===== src/rtl/word_parser.sv =====
// Tokenizer front end: skips delimiters in the TIB, copies one token to memory as a counted string.
// Optional WORD_PARSER_WS_EN: with a space delimiter, every byte <= 0x20 also counts as a delimiter.
module word_parser #(
    parameter int DSZ     = 8,
    parameter int ASZ     = 17,
    parameter int MAX_LEN = 31
) (
    input  logic           clk,
    input  logic           rst,
    output logic [ASZ-1:0] mb_ai_o,
    output logic [DSZ-1:0] mb_vi_o,
    output logic           mb_we_o,
    input  logic [DSZ-1:0] vw_i,
    input  logic           en_i,
    input  logic [ASZ-1:0] tib_i,
    input  logic [DSZ-1:0] ntib_i,
    input  logic [DSZ-1:0] toi_i,
    input  logic [ASZ-1:0] dst_i,
    input  logic [DSZ-1:0] delim_i,
    output logic           bsy_o,
    output logic           done_o,
    output logic [ASZ-1:0] aw_o,
    output logic [DSZ-1:0] len_o,
    output logic [DSZ-1:0] toin_o,
    output logic           nul_o,
    output logic           ovf_o,
    output logic [2:0]     state_o
);

    typedef enum logic [2:0] {
        IDLE   = 3'd0,
        SKP_RD = 3'd1,
        SKP_CK = 3'd2,
        CPY_WR = 3'd3,
        CPY_RD = 3'd4,
        CPY_CK = 3'd5,
        LEN_WR = 3'd6,
        DONE   = 3'd7
    } state_t;

    localparam logic [DSZ-1:0] MAX_LEN_W = DSZ'(MAX_LEN);
    localparam logic [DSZ-1:0] SPACE     = DSZ'(32);

    state_t         state_q, state_d;
    logic [ASZ-1:0] tib_q, tib_d;
    logic [DSZ-1:0] ntib_q, ntib_d;
    logic [DSZ-1:0] i_q, i_d;
    logic [ASZ-1:0] aw_q, aw_d;
    logic [DSZ-1:0] len_q, len_d;
    logic [DSZ-1:0] toin_q, toin_d;
    logic           nul_q, nul_d;
    logic           ovf_q, ovf_d;
    logic [DSZ-1:0] ch_q, ch_d;

    logic [DSZ-1:0] i_inc;
    logic           is_delim;

    assign i_inc = i_q + DSZ'(1);

`ifdef WORD_PARSER_WS_EN
    assign is_delim = (vw_i == delim_i) || ((delim_i == SPACE) && (vw_i <= SPACE));
`else
    assign is_delim = (vw_i == delim_i);
`endif

    always_ff @(posedge clk or posedge rst) begin
        if (rst) begin
            state_q <= IDLE;
            tib_q   <= '0;
            ntib_q  <= '0;
            i_q     <= '0;
            aw_q    <= '0;
            len_q   <= '0;
            toin_q  <= '0;
            nul_q   <= 1'b0;
            ovf_q   <= 1'b0;
            ch_q    <= '0;
        end else begin
            state_q <= state_d;
            tib_q   <= tib_d;
            ntib_q  <= ntib_d;
            i_q     <= i_d;
            aw_q    <= aw_d;
            len_q   <= len_d;
            toin_q  <= toin_d;
            nul_q   <= nul_d;
            ovf_q   <= ovf_d;
            ch_q    <= ch_d;
        end
    end

    always_comb begin
        state_d = state_q;
        tib_d   = tib_q;
        ntib_d  = ntib_q;
        i_d     = i_q;
        aw_d    = aw_q;
        len_d   = len_q;
        toin_d  = toin_q;
        nul_d   = nul_q;
        ovf_d   = ovf_q;
        ch_d    = ch_q;
        case (state_q)
            IDLE: begin
                if (en_i) begin
                    tib_d   = tib_i;
                    ntib_d  = ntib_i;
                    i_d     = toi_i;
                    aw_d    = dst_i;
                    len_d   = '0;
                    nul_d   = 1'b0;
                    ovf_d   = 1'b0;
                    state_d = (toi_i >= ntib_i) ? LEN_WR : SKP_RD;
                end
            end
            SKP_RD: state_d = SKP_CK;
            SKP_CK: begin
                i_d = i_inc;
                if (is_delim) begin
                    state_d = (i_inc == ntib_q) ? LEN_WR : SKP_RD;
                end else begin
                    ch_d    = vw_i;
                    state_d = CPY_WR;
                end
            end
            CPY_WR: begin
                // Characters past MAX_LEN are still consumed, just not stored.
                if (len_q < MAX_LEN_W) len_d = len_q + DSZ'(1);
                else                   ovf_d = 1'b1;
                state_d = (i_q == ntib_q) ? LEN_WR : CPY_RD;
            end
            CPY_RD: state_d = CPY_CK;
            CPY_CK: begin
                i_d = i_inc;
                if (is_delim) begin
                    state_d = LEN_WR;
                end else begin
                    ch_d    = vw_i;
                    state_d = CPY_WR;
                end
            end
            LEN_WR: begin
                nul_d   = (len_q == '0);
                toin_d  = i_q;
                state_d = DONE;
            end
            DONE:    state_d = IDLE;
            default: state_d = IDLE;
        endcase
    end

    // Memory strobes decode straight from the state register so reset kills a write at once.
    always_comb begin
        mb_ai_o = '0;
        mb_vi_o = '0;
        mb_we_o = 1'b0;
        case (state_q)
            SKP_RD, CPY_RD: mb_ai_o = tib_q + {{(ASZ-DSZ){1'b0}}, i_q};
            CPY_WR: begin
                mb_ai_o = aw_q + ASZ'(1) + {{(ASZ-DSZ){1'b0}}, len_q};
                mb_vi_o = ch_q;
                mb_we_o = (len_q < MAX_LEN_W);
            end
            LEN_WR: begin
                mb_ai_o = aw_q;
                mb_vi_o = len_q;
                mb_we_o = 1'b1;
            end
            default: ;
        endcase
    end

    assign bsy_o   = (state_q != IDLE) && (state_q != DONE);
    assign done_o  = (state_q == DONE);
    assign aw_o    = aw_q;
    assign len_o   = len_q;
    assign toin_o  = toin_q;
    assign nul_o   = nul_q;
    assign ovf_o   = ovf_q;
    assign state_o = state_q;

endmodule


===== config.mk =====
export PLATFORM = sky130hd
export DESIGN_NAME = word_parser
export DESIGN_NICKNAME = d
export VERILOG_FILES = /design/src/rtl/word_parser.sv
export SDC_FILE = /design/constraint.sdc
export NUM_CORES = 1
export LEC_CHECK = 0
export BUFFER_PORTS_ARGS = -buffer_cell sky130_fd_sc_hd__buf_4
export CORE_MARGIN = 3
export CORE_UTILIZATION = 50
export CTS_BUF_LIST = sky130_fd_sc_hd__clkbuf_8 sky130_fd_sc_hd__clkbuf_16
export CTS_CLUSTER_SIZE = 14
export DETAILED_ROUTE_END_ITERATION = 8
export GPL_TIMING_DRIVEN = 0
export MAX_ROUTING_LAYER = met4
export PLACE_DENSITY_LB_ADDON = 0.2
export SYNTH_ARGS = -nofsm -noshare
export SYNTH_HDL_FRONTEND = slang
export SYNTH_SLANG_ARGS = --single-unit

===== constraint.sdc =====
create_clock -name clk -period 3 [get_ports clk]
set_input_delay 0.15 -clock clk [delete_from_list [all_inputs] [get_ports clk]]
set_output_delay 0.15 -clock clk [all_outputs]
set_load 0.05 [all_outputs]

# == Yosys cells after proc, flatten, opt, wreduce, memory -nomap -nowiden ==
# Index checks and enable logic that the tools add are counted.
# word_totals
ff_bits,79
output_inout_bits,66
# classes
n_addsub,5
magnitude_cmp,2
n_eq_ne,14
mux,19
n_bitwise,1
n_reduce_logical,15
# ops
op,n
$pmux W17 S3,1
$pmux W8 S2,3
$add A17 B8 Y17,2
$eq A8 B8 Y1,3
$mux W8,3
$pmux W3 S8,1
$add A17 B1 Y17 const B,1
$add A8 B1 Y8 const B,2
$mux W3,5
$eq A3 B3 Y1 const B,4
$ge A8 B8 Y1,1
$logic_not A8 Y1,1
$lt A8 B5 Y1 const B,1
$reduce_and A2 Y1,4
$eq A3 B2 Y1 const B,2
$ne A2 B2 Y1 const B,3
$pmux W1 S2,3
$reduce_and A3 Y1,2
$reduce_bool A2 Y1,3
$reduce_or A2 Y1,2
$eq A3 B1 Y1 const B,1
$logic_not A3 Y1,1
$ne A3 B3 Y1 const B,1
$reduce_bool A3 Y1,1
4 further kinds,5

# == Logic depth before layout (Yosys ltp) ==
# Gate-level depths: netlist of run 1.
# logic_depth
ltp_word,5
mapped_depth,10

# == Worst setup path before layout of run 1 ==
# OpenSTA, ideal clock, no wires.
# synth_path
kind,reg-to-output
from,register len_q[0] (netlist: len_o[0])
to,output mb_ai_o[16]
arrival_time_ps,3289
path_slack_ps,-439
path_stages_with_launch,11
n_path_buf,0
cell_sequence,dfrtp_1 inv_1 ha_1 inv_1 fa_1 a211oi_1 o21ai_1 nor3b_2 nand3_1 mux2i_1 a211oi_1
# synth_via
elab_chain_cells,2
# synth_lines
element,line_no,text
"start, declared",49,"logic [DSZ-1:0] len_q, len_d;"
"start signal, assigned",84,len_q <= len_d;
$add A17 B8 Y17,160,"mb_ai_o = aw_q + ASZ'(1) + {{(ASZ-DSZ){1'b0}}, len_q};"
$pmux W17 S3,157,case (state_q)
"end, declared",10,"output logic [ASZ-1:0] mb_ai_o,"
# Every way passes these cells.

# == Final worst setup path of run 1 ==
# layout_path
from,register aw_q[0] (netlist: aw_o[0])
to,output mb_ai_o[14]
# layout_via
elab_chain_cells,3
# layout_lines
element,line_no,text
"start, declared",48,"logic [ASZ-1:0] aw_q, aw_d;"
"start signal, assigned",83,aw_q <= aw_d;
$add A17 B1 Y17,160,
$add A17 B8 Y17,160,
$pmux W17 S3,157,
# Every way passes these cells.

==> impl_metrics.toml, run 1 <==
[worst_setup_path]
r2r_start = "state_o[2]"
end_kind = "output port"
r2r_cells = 6
cp.required_ps = 2850
cp_slowest_cell = "dfrtp_1"
r2r_end = "i_q[3]"
crit_type = "register to output port"
max_stage_delay_ps = 410
reg2reg_slack_ps = 870
path_cells = "inv_2, ha_4, inv_2, fa_2, a211oi_2, o21ai_1, nor3b_4, a31o_1, a21oi_1, a21boi_2, buf_6"
crit_path_frequent_cell = "inv_2"
crit_fanout = 4
crit_start = "aw_o[0]"
arrival_ps = 2770
cp-start-kind = "register"
cp-endpoint = "mb_ai_o[14]"

[sta]
skew_ps = 15.1
max_clock_freq_mhz = 343
finalWorstPathRequiredPeriod_ps = 2920
tns_ps = 0
finalMaxSlewViolations = 0
hold_viol_final = 0
setup-violations-final = 0
finalCritPeriodShare_pct = 97.2
slew_headroom_pct = 57.8
worst_slew_pin_slew_ps = 633

[logic_synthesis]
yosysWarnings = 0
ys_async_sr_fraction_pct = 100
yosysSeqAreaShare_pct = 38.0
synthFlopType = "dfrtp_1"
yosys-top-cells-area = "dfrtp_1, nand2_1, ha_1"
synth_area_um2 = 5210
syn_inst = 617
synth_edf_count = 0
ys_seq_elements = 79
synth_top_area_share_pct = 38.0
yosys.area.top_type = "dfrtp_1"
syn-num-nets = 715
yosysMostFrequentCell = "nand2_1"
synth_commonest_cells = "nand2_1, dfrtp_1, o21ai_0"
synth.avg_cell_area_um2 = 8.44
synthDistinctLibCells = 70

[placed_design]
dpl_cell_area_um2 = 6420
gp_congestion = 0.905
port_buffers = 134
dpl.hpwl_um = 12100

[cells_and_area]
drive_gt1_share_pct = 25.2
area_growth_pct = 37.5
final_nets = 906
fin_util_pct = 71.9
postLayoutCellArea_um2 = 7160
diodes = 0

[drt]
num_vias = 5274
routedWlPerCell_um = 17.7
via_per_inst = 5.59
ant_nets = 0
drc_errors = 0
routed_wl_um = 16700
drt-initial-drc-count = 296
drt_first_pass_iters = 4

[power]
p_leak_uw = 0.00352
powerDensity_nw_per_um2 = 1200
ir_worst_vdd_uv = 718
power.total_uw = 8620

[global_routing]
antenna_found_initial = 0
grt_pass1_wl_um = 25700
globalRouteOverflowTotal = 0
grt.total_usage_pct = 29.4
first_global_vias = 4924
grt_max_degree = 48

[floorplanning]
boundaryPins = 135
die_width_um = 108
core_um2 = 9950
die_h_um = 108
row_count = 36
dieArea_um2 = 11700
start_util_pct = 52.3

[cts]
cts_htree_levels = 3
clk_pin_slew_ps = 90
worst_skew_pair.late_latency_ps = 390
numCtsBuffers = 9
cts_tree = "built"
cts.path.max_buffers = 2
cts_sinks = 79
root_buffer = "clkbuf_8"

[outcome]
status = "finished clean"

[flow_run]
max-cap-violations = 0

[worst_hold_path]
min_path_type = "input port to register"
==> flip-flops by register name, indices dropped and copies added, names as in the netlist <==
signal and cells:
ovf_o 1, tib_q 17, aw_o 17, toin_o 8
len_o 8, ch_q 8, state_o 3, i_q 8
ntib_q 8, nul_o 1
==> layout make-up <==
| type | count | area, µm² |
|---|---|---|
| sequential | 79 | 1980 |
| fill | 799 | 2800 |
| clock inverter | 5 | 76.3 |
| multi-input combinational | 490 | 3140 |
| clock buffer | 9 | 124 |
| timing repair buffer | 180 | 1470 |
| buffer | 28 | 121 |
| inverter | 20 | 77.6 |
| tap | 133 | 166 |
==> how the worst min path moves through the flow <==
stage,start,slack [ps],end,cells after the start
2_1_floorplan,dst_i[10],260,aw_o[10],2
3_3_place_gp,dst_i[10],340,aw_o[10],3
3_5_place_dp,rst,200,ntib_q[5],2
4_1_cts,tib_i[1],4,tib_q[1],3
5_1_grt,vw_i[5],10,ch_q[5],2
6_report,tib_i[1],10,tib_q[1],3
==> stage by stage <==
stage	hold slack (ps)	cells	setup slack, ps
after floorplan	255	617	38.5
after global placement	340	884	-99.9
after detailed placement	198	885	145
after CTS	3.55	938	4.38
after global routing	10.4	944	-28.9
final	14.8	944	83.6
==> cell usage in the layout, fill, tap and decap left out, types with 4 or more instances in the layout <==
cell type,instances
a211o_1,5
a211oi_2,4
a21o_1,6
a21oi_1,20
a221o_1,5
a22o_1,8
and2_1,6
buf_2,7
buf_4,139
clkbuf_1,19
clkbuf_8,9
dfrtp_1,77
dlygate4sd3_1,38
ha_1,25
inv_1,16
inv_2,4
mux2_2,8
nand2_1,161
nand2b_1,10
nand3_1,12
nand4_1,9
nor2_1,29
nor2b_1,5
nor3_1,8
nor4_1,6
o211ai_1,5
o21a_1,7
o21ai_0,32
o21ai_1,9
o22ai_1,5
xnor2_1,13
xor2_1,27
==> metal layers <==
layer | wire length, µm | GRT usage (%) | share of wire (%)
met5 | 0 | - | 0
met1 | 7310 | 37.3 | 44
met2 | 8170 | 48.1 | 49
met4 | 246 | 7.39 | 1.5
met3 | 1020 | 6.51 | 6.1
==> cells by family after synthesis <==
kind of cell | Yosys count | share of synthesized area, %
multiplexers | 9 | 1.92
AO/OA/AOI/OAI | 141 | 18.6
buffers and inverters | 48 | 3.77
AND/OR/NAND/NOR | 269 | 23.2
XOR/XNOR | 42 | 7.21
flip-flops | 79 | 38.0
adder cells (fa/ha/maj) | 29 | 7.26
==> power by group <==
group | switching (µW) | internal, µW
clock | 421 | 455
sequential | 486 | 1520
combinational | 3770 | 1970
==> worst max-delay path: cells and delay by family (launching register included) <==
family                   cells  cell delay, ps
AO/OA/AOI/OAI                5             940
adder cells (fa/ha/maj)      2             540
flip-flops                   1             410
buffers and inverters        3             300
AND/OR/NAND/NOR              1             190
==> timing repair <==
action	in CTS	in global routing
hold buffers	38	0
endpoints found under the hold margin	69	0
pin swaps	1	12
buffers inserted	1	6
endpoints found under the setup margin	7	12
gates resized for setup	5	20
No activity file was read; power rests on OpenSTA's default activity.
==> inputs of run 2 (changes only) <==
Settings changed: CTS_BUF_LIST sky130_fd_sc_hd__clkbuf_8 sky130_fd_sc_hd__clkbuf_16 to sky130_fd_sc_hd__clkbuf_2 sky130_fd_sc_hd__clkbuf_4 sky130_fd_sc_hd__clkbuf_8.
==> run 2 against run 1 <==
Compared with the run above: register-to-register slack barely moved; clock skew did not move; clock-buffer cell count rose by 1; power rose by 0.14%; cell count did not move.
==> impl_metrics.toml, run 2 (synthesized netlist as in run 1, its figures left out) <==
[global_routing]
grt_max_degree = 48
globalRouteOverflowTotal = 0
grt.total_usage_pct = 29.4
grt_pass1_wl_um = 25700
antenna_found_initial = 0
first_global_vias = 4924

[power]
power.total_uw = 8630
p_leak_uw = 0.00352
ir_worst_vdd_uv = 718
powerDensity_nw_per_um2 = 1210

[floorplanning]
die_h_um = 108
dieArea_um2 = 11700
core_um2 = 9950
row_count = 36
die_width_um = 108
boundaryPins = 135
start_util_pct = 52.3

[worst_setup_path]
path_cells = "inv_2, ha_4, inv_2, fa_2, a211oi_2, o21ai_1, nor3b_4, a31o_1, a21oi_1, a21boi_2, buf_6"
max_stage_delay_ps = 410
cp.required_ps = 2850
r2r_cells = 6
reg2reg_slack_ps = 870
crit_path_frequent_cell = "inv_2"
worstSetupPathDepth = 11
cp-start-kind = "register"
end_kind = "output port"
r2r_start = "state_o[2]"
r2r_end = "i_q[3]"
arrival_ps = 2770
crit_start = "aw_o[0]"
crit_buf_inv = 3
critical_path.top_delay_family = "compound AO/OA/AOI/OAI gates"
cp-endpoint = "mb_ai_o[14]"
crit_type = "register to output port"
crit_fanout = 4
cp_slowest_cell = "dfrtp_1"

[drt]
num_vias = 5274
via_per_inst = 5.59
routed_wl_um = 16700
drt_first_pass_iters = 4
drc_errors = 0
drt-initial-drc-count = 296
ant_nets = 0
routedWlPerCell_um = 17.7

[cells_and_area]
final_common_cell = "nand2_1"
final_cell_mix = "nand2_1, buf_4, dfrtp_1"
drive_gt1_share_pct = 25.3
diodes = 0
final_nets = 906
area_growth_pct = 37.6

[cts]
root_buffer = "clkbuf_8"
numCtsBuffers = 9
cts.path.max_buffers = 2
cts_htree_levels = 3
cts_tree = "built"
clk_pin_slew_ps = 90
cts_sinks = 79
worst_skew_pair.late_latency_ps = 390

[sta]
slew_headroom_pct = 57.8
setup-violations-final = 0
finalMaxSlewViolations = 0
tns_ps = 0
worst_slew_pin_slew_ps = 633
finalWorstPathRequiredPeriod_ps = 2920
skew_ps = 15.1
max_clock_freq_mhz = 343
finalCritPeriodShare_pct = 97.2
hold_viol_final = 0

[worst_hold_path]
min_path_type = "input port to register"

[placed_design]
gp_congestion = 0.905
port_buffers = 134
dpl.hpwl_um = 12100

[flow_run]
max-cap-violations = 0

[outcome]
status = "finished clean"
## run 2: cell count changes in the layout (fill, tap and decap cells not counted), sizes merged
cell	before	now
clkbuf	28	29
inv	21	20
## run 2: layer usage
metal  share of wire, %  vias to the layer above  GRT usage (%)
met5                  0                        -              -
met4                1.5                        0           7.39
met3                6.1                       23           6.51
met2                 49                      193           48.1
met1                 44                     2516           37.3
li1                   -                     2542              -
## run 2: cell type report
cell class              count  area (µm²)
well taps                 133         166
inverters                  20        77.6
clock inverters             4        72.6
clock buffers              10         131
multi-input cells         490        3140
fillers                   799        2790
repair buffers            180        1470
plain buffers              28         121
flip-flops and latches     79        1980
## run 2: how the worst min path moves through the flow
stage          cells after the start        end  startpoint  slack [ps]
6_report                           3   tib_q[1]    tib_i[1]          10
5_1_grt                            2    ch_q[5]     vw_i[5]          10
4_1_cts                            3   tib_q[1]    tib_i[1]           4
3_5_place_dp                       2  ntib_q[5]         rst         200
3_3_place_gp                       3   aw_o[10]   dst_i[10]         340
2_1_floorplan                      2   aw_o[10]   dst_i[10]         260
## run 2: worst min-delay path, stage by stage
cell     delay [ps]
buf_4            90
nand2_1          50
o21ai_0          70
## run 2: metrics by stage
step	instance area, µm²	hold slack (ps)	cells	util (%)	setup slack, ps
5_1_grt	7160	10.7	944	72.0	-28.9
2_1_floorplan	5220	255	617	-	38.5
6_report	7160	14.8	944	72.0	83.6
4_1_cts	7030	3.55	938	70.6	4.38
3_3_place_gp	6390	340	884	64.2	-99.9
3_5_place_dp	6420	198	885	64.5	145
## run 2: power by group
part	total [µW]	leakage [µW]	internal, µW	switching [µW]
Clock	888	0.000102	467	420
Sequential	2010	0.000996	1520	486
Combinational	5730	0.00242	1970	3770
Total	8630	0.00352	3960	4670
## run 2: repair_timing
item | CTS | global route
hold buffers | 38 | 0
gates resized for setup | 5 | 20
pin swaps | 1 | 12
endpoints found under the setup margin | 7 | 12
setup buffers | 1 | 6
endpoints found under the hold margin | 69 | 0
==> inputs of run 3 (changes only) <==
Settings changed: CORE_MARGIN 3 to 4.
==> run 3 against run 2 <==
Compared with the run above: worst setup slack worse by 24 ps; final area up 0.12%; worst hold slack better by 6.0 ps; clock skew down 7.3 ps; sequential cell count unchanged; sequential power about the same; fmax down 0.83%; clock power up 12%; first-iteration DRC count up 13%; register-to-register slack better by 30 ps; non-clock buffer count down 3; largest power group unchanged.
==> impl_metrics.toml, run 3 (synthesized netlist as in run 1, its figures left out) <==
[placed_design]
gp_congestion = 0.911
dpl.hpwl_um = 12400
port_buffers = 134
pre_cts_ws_ps = 166
post-place-cells = 885

[power]
clock_power_share_pct = 11.3
power.total_uw = 8760
intPower_uw = 4050
p_leak_uw = 0.00354
p_sw_share_pct = 53.8
combPwrFrac_pct = 65.6
power.switching_uw = 4710
p_seq_share_pct = 23.1
ir_worst_vdd_uv = 634
powerDensity_nw_per_um2 = 1220

[sta]
setup-violations-final = 0
finalWorstPathRequiredPeriod_ps = 2940
worst_slew_pin_slew_ps = 772
rsz0062_at_grt = "yes"
skew_ps = 7.77
tns_ps = 0
hold_viol_final = 0
finalCritPeriodShare_pct = 98.0
holdWs_ps = 20.8
finalMaxSlewViolations = 0
slew_headroom_pct = 48.2
fin_ws_ps = 59.1
max_clock_freq_mhz = 340

[drt]
drt_first_pass_iters = 5
routed_wl_um = 16900
num_vias = 5257
via_per_inst = 5.57
routedWlPerCell_um = 17.9
drt-initial-drc-count = 333
drc_errors = 0
ant_nets = 0

[worst_setup_path]
cp-start-kind = "register"
crit_fanout = 7
end_kind = "output port"
cp.required_ps = 2850
crit_type = "register to output port"
arrival_ps = 2790

[global_routing]
first_global_vias = 4962
grt.total_usage_pct = 28.6
grt_pass1_wl_um = 25800
antenna_found_initial = 0
globalRouteOverflowTotal = 0
grt_max_degree = 48

[cts]
numCtsBuffers = 9
cts_sinks = 79
cts.path.max_buffers = 2
clk_pin_slew_ps = 80
root_buffer = "clkbuf_8"
cts_tree = "built"
cts_htree_levels = 3
worst_skew_pair.late_latency_ps = 370

[floorplanning]
boundaryPins = 135
die_width_um = 110
core_um2 = 9950
die_h_um = 110
row_count = 36
start_util_pct = 52.3
dieArea_um2 = 12100

[cells_and_area]
diodes = 0
final_common_cell = "nand2_1"
area_growth_pct = 37.8
drive_gt1_share_pct = 25.6
final_cell_mix = "nand2_1, buf_4, dfrtp_1"
final_nets = 903
stdcell_count = 943

[outcome]
status = "finished clean"

[flow_run]
max-cap-violations = 0

[worst_hold_path]
min_path_type = "input port to register"
==> run 3: layout make-up <==
| cell class | count | area [µm²] |
|---|---|---|
| flip-flops and latches | 79 | 1980 |
| well taps | 133 | 166 |
| multi-input cells | 490 | 3140 |
| fillers | 787 | 2780 |
| clock inverters | 7 | 120 |
| plain buffers | 28 | 121 |
| repair buffers | 177 | 1440 |
| inverters | 20 | 77.6 |
| clock buffers | 9 | 124 |
==> run 3: layer usage <==
metal,up-vias,share of wire (%),GRT usage (%)
li1,2531,-,-
met1,2500,42,37.1
met2,203,50,46.6
met3,23,6.9,4.54
met4,0,1.3,8.10
met5,-,0,-
==> run 3: stage by stage <==
step | area [µm²] | util [%]
after floorplan | 5220 | -
after global placement | 6390 | 64.2
after detailed placement | 6420 | 64.5
after CTS | 7020 | 70.5
after global routing | 7170 | 72.0
final | 7170 | 72.0
==> run 3: power by group through the flow <==
stage / clock, µW / combinational [µW] / sequential, µW
finish: 993 / 5750 / 2020
detailed placement: 0 / 5410 / 2020
CTS: 994 / 5500 / 2010
global placement: 0 / 5310 / 2010
floorplan: 0 / 3220 / 2580
global route: 1040 / 6140 / 2070
==> run 3: critical path, stage by stage, from the launching register on <==
cell and delay (ps):
dfrtp_2 460, ha_1 310, a211o_1 350, a211oi_4 330, a21boi_4 120, o2111ai_1 220, xor2_1 270, o22ai_1 140
buf_4 240
==> run 3: path summary, 6_finish.rpt <==
kind / startpoint / end / slack [ps] / depth (start not counted)
hold reg to reg: toin_o[3] / toin_o[3] / 480 / 2
max in group asynchronous: rst / i_q[5] / 2040 / 4
setup reg to reg: state_o[0] / len_o[5] / 900 / 7
hold / removal: tib_i[1] / tib_q[1] / 20 / 3
min in group asynchronous: rst / ntib_q[4] / 360 / 3
setup / recovery: i_q[1] / mb_ai_o[11] / 60 / 8
==> run 3: what timing repair did <==
item | in CTS | in global routing
setup endpoints to repair | 6 | 10
hold buffers | 34 | 0
hold endpoints to repair | 65 | 0
pin swaps | 1 | 8
setup buffers | 0 | 8
gates resized for setup | 5 | 20
